$ cat src/rtl/alu_param_seq_if.sv
// Operand/result bus of alu_param_seq: start request and operand words in, result word stream out.
// master drives BEGIN/op_code/inbus; slave (the ALU) drives the result side.
interface alu_param_seq_if #(
    parameter int WIDTH = 8
);
    logic             BEGIN;
    logic [1:0]       op_code;
    logic [WIDTH-1:0] inbus;
    logic [WIDTH-1:0] outbus;
    logic             out_valid;
    logic             END;
    logic             busy;
    logic             div_err;

    modport master (
        output BEGIN, op_code, inbus,
        input  outbus, out_valid, END, busy, div_err
    );

    modport slave (
        input  BEGIN, op_code, inbus,
        output outbus, out_valid, END, busy, div_err
    );
endinterface

$ cat src/rtl/alu_param_seq.sv
// Sequential add/sub/radix-4 Booth mul/non-restoring div ALU; last word 4 (add/sub), 4+W/2 (mul), 6+W (div) cycles after BEGIN.
// No backpressure: result words stream on out_valid unconditionally; define ALU_PARAM_SEQ_DIV_EN to compile in the divider.
module alu_param_seq #(
    parameter int WIDTH = 8
) (
    input  logic           clk,
    input  logic           reset,
    alu_param_seq_if.slave bus
);
    localparam int CW = $clog2(WIDTH) + 1;
    localparam int AW = WIDTH + 2;

    localparam logic [1:0] OP_ADD = 2'b00;
    localparam logic [1:0] OP_SUB = 2'b01;
    localparam logic [1:0] OP_MUL = 2'b10;
    localparam logic [1:0] OP_DIV = 2'b11;

    localparam logic [CW-1:0] MUL_LAST = CW'(WIDTH / 2 - 1);
`ifdef ALU_PARAM_SEQ_DIV_EN
    localparam logic [CW-1:0] DIV_LAST = CW'(WIDTH - 1);
`endif

    typedef enum logic [2:0] {
        ST_IDLE, ST_LOAD1, ST_LOAD2, ST_LOAD3, ST_CALC, ST_CORR, ST_OUT1, ST_OUT2
    } state_t;

    state_t           state_q, state_d;
    logic [1:0]       op_q;
    logic [WIDTH-1:0] x_q, y_q, qr_q;
    logic [AW-1:0]    acc_q;
    logic             qm1_q;
    logic [CW-1:0]    cnt_q;

    // Booth recoding of {Q[1:0],Q[-1]} against the sign-extended multiplicand
    logic [AW-1:0] m_ext, booth_add, booth_sum;
    always_comb begin
        m_ext     = {{2{y_q[WIDTH-1]}}, y_q};
        booth_add = '0;
        case ({qr_q[1:0], qm1_q})
            3'b001, 3'b010: booth_add = m_ext;
            3'b011:         booth_add = m_ext << 1;
            3'b100:         booth_add = -(m_ext << 1);
            3'b101, 3'b110: booth_add = -m_ext;
            default:        booth_add = '0;
        endcase
        booth_sum = acc_q + booth_add;
    end

`ifdef ALU_PARAM_SEQ_DIV_EN
    logic [WIDTH-1:0] m_q;
    logic             err_q;
    logic             div_bad;
    logic [AW-1:0]    div_m, div_sh, div_step;
    always_comb begin
        div_bad  = (bus.inbus == '0) || (x_q >= bus.inbus);
        div_m    = {2'b00, m_q};
        div_sh   = {acc_q[AW-2:0], qr_q[WIDTH-1]};
        div_step = acc_q[AW-1] ? (div_sh + div_m) : (div_sh - div_m);
    end
`endif

    always_ff @(posedge clk) begin
        if (reset) begin
            state_q <= ST_IDLE;
        end else begin
            state_q <= state_d;
        end
    end

    always_comb begin
        state_d = state_q;
        case (state_q)
            ST_IDLE: begin
                if (bus.BEGIN) begin
`ifdef ALU_PARAM_SEQ_DIV_EN
                    state_d = ST_LOAD1;
`else
                    state_d = (bus.op_code == OP_DIV) ? ST_OUT1 : ST_LOAD1;
`endif
                end
            end
            ST_LOAD1: state_d = ST_LOAD2;
            ST_LOAD2: begin
`ifdef ALU_PARAM_SEQ_DIV_EN
                state_d = (op_q == OP_DIV) ? ST_LOAD3 : ST_CALC;
`else
                state_d = ST_CALC;
`endif
            end
`ifdef ALU_PARAM_SEQ_DIV_EN
            ST_LOAD3: state_d = div_bad ? ST_OUT1 : ST_CALC;
            ST_CORR:  state_d = ST_OUT1;
`endif
            ST_CALC: begin
                case (op_q)
                    OP_MUL:  state_d = (cnt_q == MUL_LAST) ? ST_OUT1 : ST_CALC;
`ifdef ALU_PARAM_SEQ_DIV_EN
                    OP_DIV:  state_d = (cnt_q == DIV_LAST) ? ST_CORR : ST_CALC;
`endif
                    default: state_d = ST_OUT1;
                endcase
            end
            ST_OUT1: begin
                state_d = ((op_q == OP_MUL) || (op_q == OP_DIV)) ? ST_OUT2 : ST_IDLE;
`ifndef ALU_PARAM_SEQ_DIV_EN
                if (op_q == OP_DIV) state_d = ST_IDLE;
`endif
            end
            ST_OUT2: state_d = ST_IDLE;
            default: state_d = ST_IDLE;
        endcase
    end

    always_comb begin
        bus.outbus    = '0;
        bus.out_valid = 1'b0;
        bus.END       = 1'b0;
        bus.div_err   = 1'b0;
        bus.busy      = (state_q != ST_IDLE);
        case (state_q)
            ST_OUT1: begin
                bus.out_valid = 1'b1;
                bus.outbus    = (op_q == OP_MUL) ? acc_q[WIDTH-1:0] : qr_q;
                bus.END       = (op_q == OP_ADD) || (op_q == OP_SUB);
`ifdef ALU_PARAM_SEQ_DIV_EN
                bus.div_err   = (op_q == OP_DIV) && err_q;
`else
                if (op_q == OP_DIV) begin
                    bus.outbus  = '0;
                    bus.END     = 1'b1;
                    bus.div_err = 1'b1;
                end
`endif
            end
            ST_OUT2: begin
                bus.out_valid = 1'b1;
                bus.END       = 1'b1;
                bus.outbus    = (op_q == OP_MUL) ? qr_q : acc_q[WIDTH-1:0];
`ifdef ALU_PARAM_SEQ_DIV_EN
                bus.div_err   = (op_q == OP_DIV) && err_q;
`endif
            end
            default: ;
        endcase
    end

    // Mul result sits in {acc[W-1:0], qr}; div quotient in qr, remainder in acc; add/sub result in qr.
    always_ff @(posedge clk) begin
        if (reset) begin
            op_q  <= '0;
            x_q   <= '0;
            y_q   <= '0;
            qr_q  <= '0;
            acc_q <= '0;
            qm1_q <= 1'b0;
            cnt_q <= '0;
`ifdef ALU_PARAM_SEQ_DIV_EN
            m_q   <= '0;
            err_q <= 1'b0;
`endif
        end else begin
            case (state_q)
                ST_IDLE: begin
                    if (bus.BEGIN) begin
                        op_q  <= bus.op_code;
                        cnt_q <= '0;
                    end
                end
                ST_LOAD1: x_q <= bus.inbus;
                ST_LOAD2: begin
                    y_q   <= bus.inbus;
                    acc_q <= '0;
                    qr_q  <= x_q;
                    qm1_q <= 1'b0;
                end
`ifdef ALU_PARAM_SEQ_DIV_EN
                ST_LOAD3: begin
                    m_q   <= bus.inbus;
                    acc_q <= {2'b00, x_q};
                    err_q <= div_bad;
                    qr_q  <= div_bad ? '1 : y_q;
                end
                ST_CORR: begin
                    if (acc_q[AW-1]) acc_q <= acc_q + div_m;
                end
`endif
                ST_CALC: begin
                    cnt_q <= cnt_q + 1'b1;
                    case (op_q)
                        OP_ADD: qr_q <= x_q + y_q;
                        OP_SUB: qr_q <= x_q - y_q;
                        OP_MUL: begin
                            acc_q <= {{2{booth_sum[AW-1]}}, booth_sum[AW-1:2]};
                            qr_q  <= {booth_sum[1:0], qr_q[WIDTH-1:2]};
                            qm1_q <= qr_q[1];
                        end
                        default: begin
`ifdef ALU_PARAM_SEQ_DIV_EN
                            acc_q <= div_step;
                            qr_q  <= {qr_q[WIDTH-2:0], ~div_step[AW-1]};
`endif
                        end
                    endcase
                end
                default: ;
            endcase
        end
    end
endmodule
$ cat src/flat_wrapper.sv
// flat-port wrapper written by rule: the top's interface ports become plain ports
module alu_param_seq_flat 
#(
    parameter int WIDTH = 8
)
  (clk, reset, bus_BEGIN, bus_op_code, bus_inbus, bus_outbus, bus_out_valid, bus_END, bus_busy, bus_div_err);
  alu_param_seq_if #(.WIDTH(WIDTH)) bus_i ();
  input  logic clk;
  input  logic reset;
  input wire logic [$bits(bus_i.BEGIN)-1:0] bus_BEGIN;
  input wire logic [$bits(bus_i.op_code)-1:0] bus_op_code;
  input wire logic [$bits(bus_i.inbus)-1:0] bus_inbus;
  output wire logic [$bits(bus_i.outbus)-1:0] bus_outbus;
  output wire logic [$bits(bus_i.out_valid)-1:0] bus_out_valid;
  output wire logic [$bits(bus_i.END)-1:0] bus_END;
  output wire logic [$bits(bus_i.busy)-1:0] bus_busy;
  output wire logic [$bits(bus_i.div_err)-1:0] bus_div_err;
  assign bus_i.BEGIN = bus_BEGIN;
  assign bus_i.op_code = bus_op_code;
  assign bus_i.inbus = bus_inbus;
  assign bus_outbus = bus_i.outbus;
  assign bus_out_valid = bus_i.out_valid;
  assign bus_END = bus_i.END;
  assign bus_busy = bus_i.busy;
  assign bus_div_err = bus_i.div_err;
  alu_param_seq #(.WIDTH(WIDTH)) u_core (.clk(clk), .reset(reset), .bus(bus_i));
endmodule
$ cat config.mk
export PLATFORM = sky130hd
export DESIGN_NAME = alu_param_seq_flat
export DESIGN_NICKNAME = d
export VERILOG_FILES = /design/src/rtl/alu_param_seq_if.sv /design/src/rtl/alu_param_seq.sv /design/src/flat_wrapper.sv
export SDC_FILE = /design/constraint.sdc
export NUM_CORES = 1
export LEC_CHECK = 0
export CAP_MARGIN = 0
export CORE_MARGIN = 4
export CORE_UTILIZATION = 40
export CTS_CLUSTER_DIAMETER = 40
export CTS_CLUSTER_SIZE = 16
export DETAILED_ROUTE_END_ITERATION = 10
export HOLD_SLACK_MARGIN = 0.1
export SYNTH_ARGS = -nofsm -noshare
export SYNTH_HDL_FRONTEND = slang
export SYNTH_SLANG_ARGS = --single-unit
$ cat constraint.sdc
create_clock -name clk -period 5.55 [get_ports clk]
set_clock_uncertainty 0.2 [all_clocks]
set_input_delay 0.8325 -clock clk [delete_from_list [all_inputs] [get_ports clk]]
set_output_delay 0.8325 -clock clk [all_outputs]
set_load 0.01 [all_outputs]
==> impl_summary.txt <==
----------------------------------------------------
[Power and ir drop]
  Leakage power figure ... 1.30 nW
  Switching power total ... 336 uW
  Post-layout power ... 884 uW
  Clk pwr share ... 23.7%
  Net switching share of the total power ... 38.0%
  Internal ... 548 uW
  Power share of the sequential group ... 41.1%
  Worst ir drop on vdd ... 0.165 mV
  Combinational group share of total power ... 35.2%
  Power per unit of standard cell area ... 247 nW/um^2

[CTS]
  Number of hold-repair buffers added at the cts stage ... 0
  Maximum buffer depth of the clock tree ... 2
  Number of instances resized during post-cts repair ... 0
  Level count of the clock H-tree ... 2
  Clock transition time at the flip-flop clock pins of the worst setup and hold paths ... 0.10 ns
  Number of buffers inserted during clock tree synthesis ... 5
  Count of clock tree sinks ... 42
  TritonCTS clock tree ... done
  CTS root buffer ... clkbuf_8
  Worst skew pair latency ... 0.30 ns
  Setup Buffers After CTS ... 0

[Synth]
  Synthesis warning total ... 0
  Part of the Yosys area used for sequential elements ... 26.0%
  Largest family of logic cells by synthesized area ... compound AO/OA/AOI/OAI gates
  Combined area of all synthesized cells ... 3240 sq um
  Net count after synthesis ... 473
  Commonest cells in the netlist ... nand2_1, a21oi_1, nor2_1
  Mean area per synthesized cell ... 7.36 sq um
  Compound-Gate Fraction of Synth Area ... 26.8%
  Top cells by area in the synthesized netlist ... dfxtp_1, a21oi_1, nand2_1
  Number of flip-flops and latches in the synthesized netlist ... 42
  Number of distinct library cells after synthesis ... 54
  Cell type with the largest total area after synthesis ... dfxtp_1
  Share of flip-flops with an asynchronous set or reset after synthesis ... 0%
  Prevailing post-synth register cell ... dfxtp_1
  Post-synthesis xor/xnor area fraction ... 7.30%
  Post-synth top area share ... 26.0%
  Count leader, synth ... nand2_1
  Portion of netlist area occupied by mux cells ... 1.58%
  Count of flip-flops with a built-in enable after synthesis ... 0
  Synth Area in Adders ... 8.19%
  Number of instances in the synthesized netlist ... 440
  Synth Area in Simple Gates ... 24.7%

[STA]
  Max-slew violations ... 0
  Peak clock frequency supported by timing ... 0.260 GHz
  Period Utilization, post-route ... 69.3%
  Clock period minus final worst setup slack ... 3.85 ns
  Hold Fails Final Rpt ... 0
  Total setup violations reported at the end of the flow ... 0
  Headroom to the max-slew limit ... 32.2%
  RSZ-0062 raised after global routing ... no
  Final critical-path setup slack ... 1.70 ns
  Slew @ Worst Pin ... 1.01 ns
  Setup TNS after final layout ... 0 ns

[Placement]
  Pre-CTS setup slack ... 1.90 ns
  PortBufs ... 24
  Final weighted congestion in routability-driven placement ... 0.911
  Estimated wirelength of the detail-placed design ... 6510 microns

[Worst setup path]
  Ordered cell list for the critical path ... nor2b_1, a21oi_1, nor2_1, a22o_1, clkdlybuf4s50_1
  Destination of the worst register-to-register timing path ... u_core.acc_q[8]
  RR Startpoint ... u_core.y_q[0]
  Critical Path Max Stage Delay ... 0.71 ns
  Depth of the most critical reg-to-reg path ... 15
  Family with the most delay on the worst path ... simple AND/OR/NAND/NOR gates
  Kind of launch point of the worst setup path ... register
  Slowest library cell on the worst path ... nor2b_1
  Largest fanout of any net on the critical path ... 13
  Critical path arrival ... 2.82 ns
  Number of buffers and inverters on the critical path ... 1
  Category of the worst setup path capture point ... output port
  CP required ... 4.52 ns
  Startpoint-to-endpoint class of the critical path ... register to output port
  Crit path from ... u_core.op_q[1]
  Depth of the critical timing path with buffers and inverters included ... 5
  Reg2reg setup slack ... 1.89 ns

[GRT]
  Overall overflow remaining after global route ... 0
  Vias in the first global route ... 2,788
  Global-route usage over all layers ... 17.4%
  Largest net degree at the start of global routing ... 41
  Number of antenna violations at the first check in global routing ... 0
  First-pass GRT wire length ... 13,800 microns

[Floorplanning]
  Die area ... 9600 sq um
  Initial cell density of the core ... 41.5%
  Area of the core ... 7810 sq um
  Floorplan row count ... 32
  Die height ... 98.0 microns
  IO Count ... 25
  DIE WIDTH ... 98.0 microns

[Hold path]
  Hold path startpoint ... u_core.cnt_q[1]
  Worst hold path type ... register to register
  Worst Hold Depth ... 2
  Worst hold path endpoint ... u_core.cnt_q[1]

[Detailed routing]
  Drc violations ... 0
  Via density per instance ... 5.53
  Detailed Routing Iterations Pass 1 ... 4
  Vias ... 3,033
  Number of routed nets with antenna violations ... 0
  Final routed wirelength across all metal layers ... 8370 microns
  Violation count after the first detailed-route iteration ... 131
  Average detailed-routed wire length per instance ... 15.3 microns

[Run]
  Max-cap violations ... 0

[Final layout]
  Signed area change from the synthesized netlist to the final layout ... 10.4%
  Fillcell total ... 814
  Fraction of layout cells with a size suffix above 1 ... 4.93%
  Nets ... 478
  ANT cells ... 0

[Status]
  Run status ... finished clean

----------------------------------------------------
-- registers in the layout, indices dropped and copies added, names as in the netlist --
register        count
u_core.state_q      3
u_core.op_q         2
u_core.qr_q         8
u_core.y_q          8
u_core.acc_q        8
u_core.qm1_q        1
u_core.cnt_q        4
u_core.x_q          8
-- metal layers --
layer | global-route usage (%) | up-vias | part of all wire, %
met2 | 28.7 | 41 | 48
met1 | 23.8 | 1407 | 47
met4 | 4.15 | 0 | 1.1
li1 | - | 1577 | -
met3 | 2.64 | 8 | 3.8
met5 | 0 | - | 0
-- power groups by stage --
stage	Sequential [mW]	Clock, mW	Combinational, mW
after floorplan	0.342	0	0.266
after global routing	0.368	0.231	0.349
after global placement	0.371	0	0.309
after detailed placement	0.371	0	0.310
after CTS	0.364	0.216	0.312
final	0.364	0.209	0.311
-- worst max path at each step --
stage | slack (ns) | endpoint
final | 1.70 | bus_outbus[1]
after global routing | 1.45 | bus_outbus[1]
after CTS | 1.68 | bus_outbus[1]
after detailed placement | 1.90 | u_core.acc_q[8]
after global placement | 1.99 | u_core.acc_q[8]
after floorplan | 2.26 | u_core.acc_q[8]
-- worst register-to-register path: stages, from the launching register on --
cell and delay [ns]:
dfxtp_1 0.41, inv_1 0.12, ha_1 0.28, or3b_1 0.47, nor3_2 0.19, nand2b_1 0.15
xnor2_1 0.09, a21oi_1 0.15, o211ai_1 0.10, ha_1 0.28, a21o_1 0.20, a21o_1 0.17
a41oi_1 0.20, xor2_1 0.12, or4_1 0.43, o21ai_2 0.07
-- layout make-up --
cell class	instances	area (sq um)	area share (%)
multi-input cells	359	2220	62.1
clock inverters	3	25.0	0.700
repair buffers	25	248	6.93
well taps	102	128	3.57
clock buffers	5	68.8	1.92
flip-flops and latches	42	841	23.5
inverters	12	45.0	1.26
-- cells in the final DEF, fill, tap and decap left out, types with 12 or more instances in the layout --
cell / n
dfxtp_1: 42
a211oi_1: 13
a21oi_1: 51
nor3_1: 21
nand3_1: 13
ha_1: 18
xnor2_1: 23
nor2_1: 49
nand2_1: 63
clkdlybuf4s50_1: 24
o21ai_0: 12
-- logic make-up (layout without fill, tap and decap cells) --
kind of cell / count (synthesis) / in the layout
AOI/OAI and AO/OA: 133 / 133
buffers and inverters: 39 / 45
muxes: 5 / 5
DFF: 42 / 42
adders and majority gates: 20 / 20
xor gates and xnor gates: 27 / 27
and+or+nand+nor: 174 / 174
-- metrics by stage --
| step | util, % | area (sq um) | hold WS [ns] | cells |
|---|---|---|---|---|
| finish | 45.8 | 3580 | 0.293 | 548 |
| floorplan | - | 3240 | 0.249 | 440 |
| global route | 45.8 | 3580 | 0.317 | 548 |
| CTS | 45.8 | 3580 | 0.298 | 548 |
| global placement | 44.6 | 3480 | 0.273 | 540 |
| detailed placement | 44.6 | 3480 | 0.283 | 540 |
Note: power is estimated with default switching activity, not from simulation.
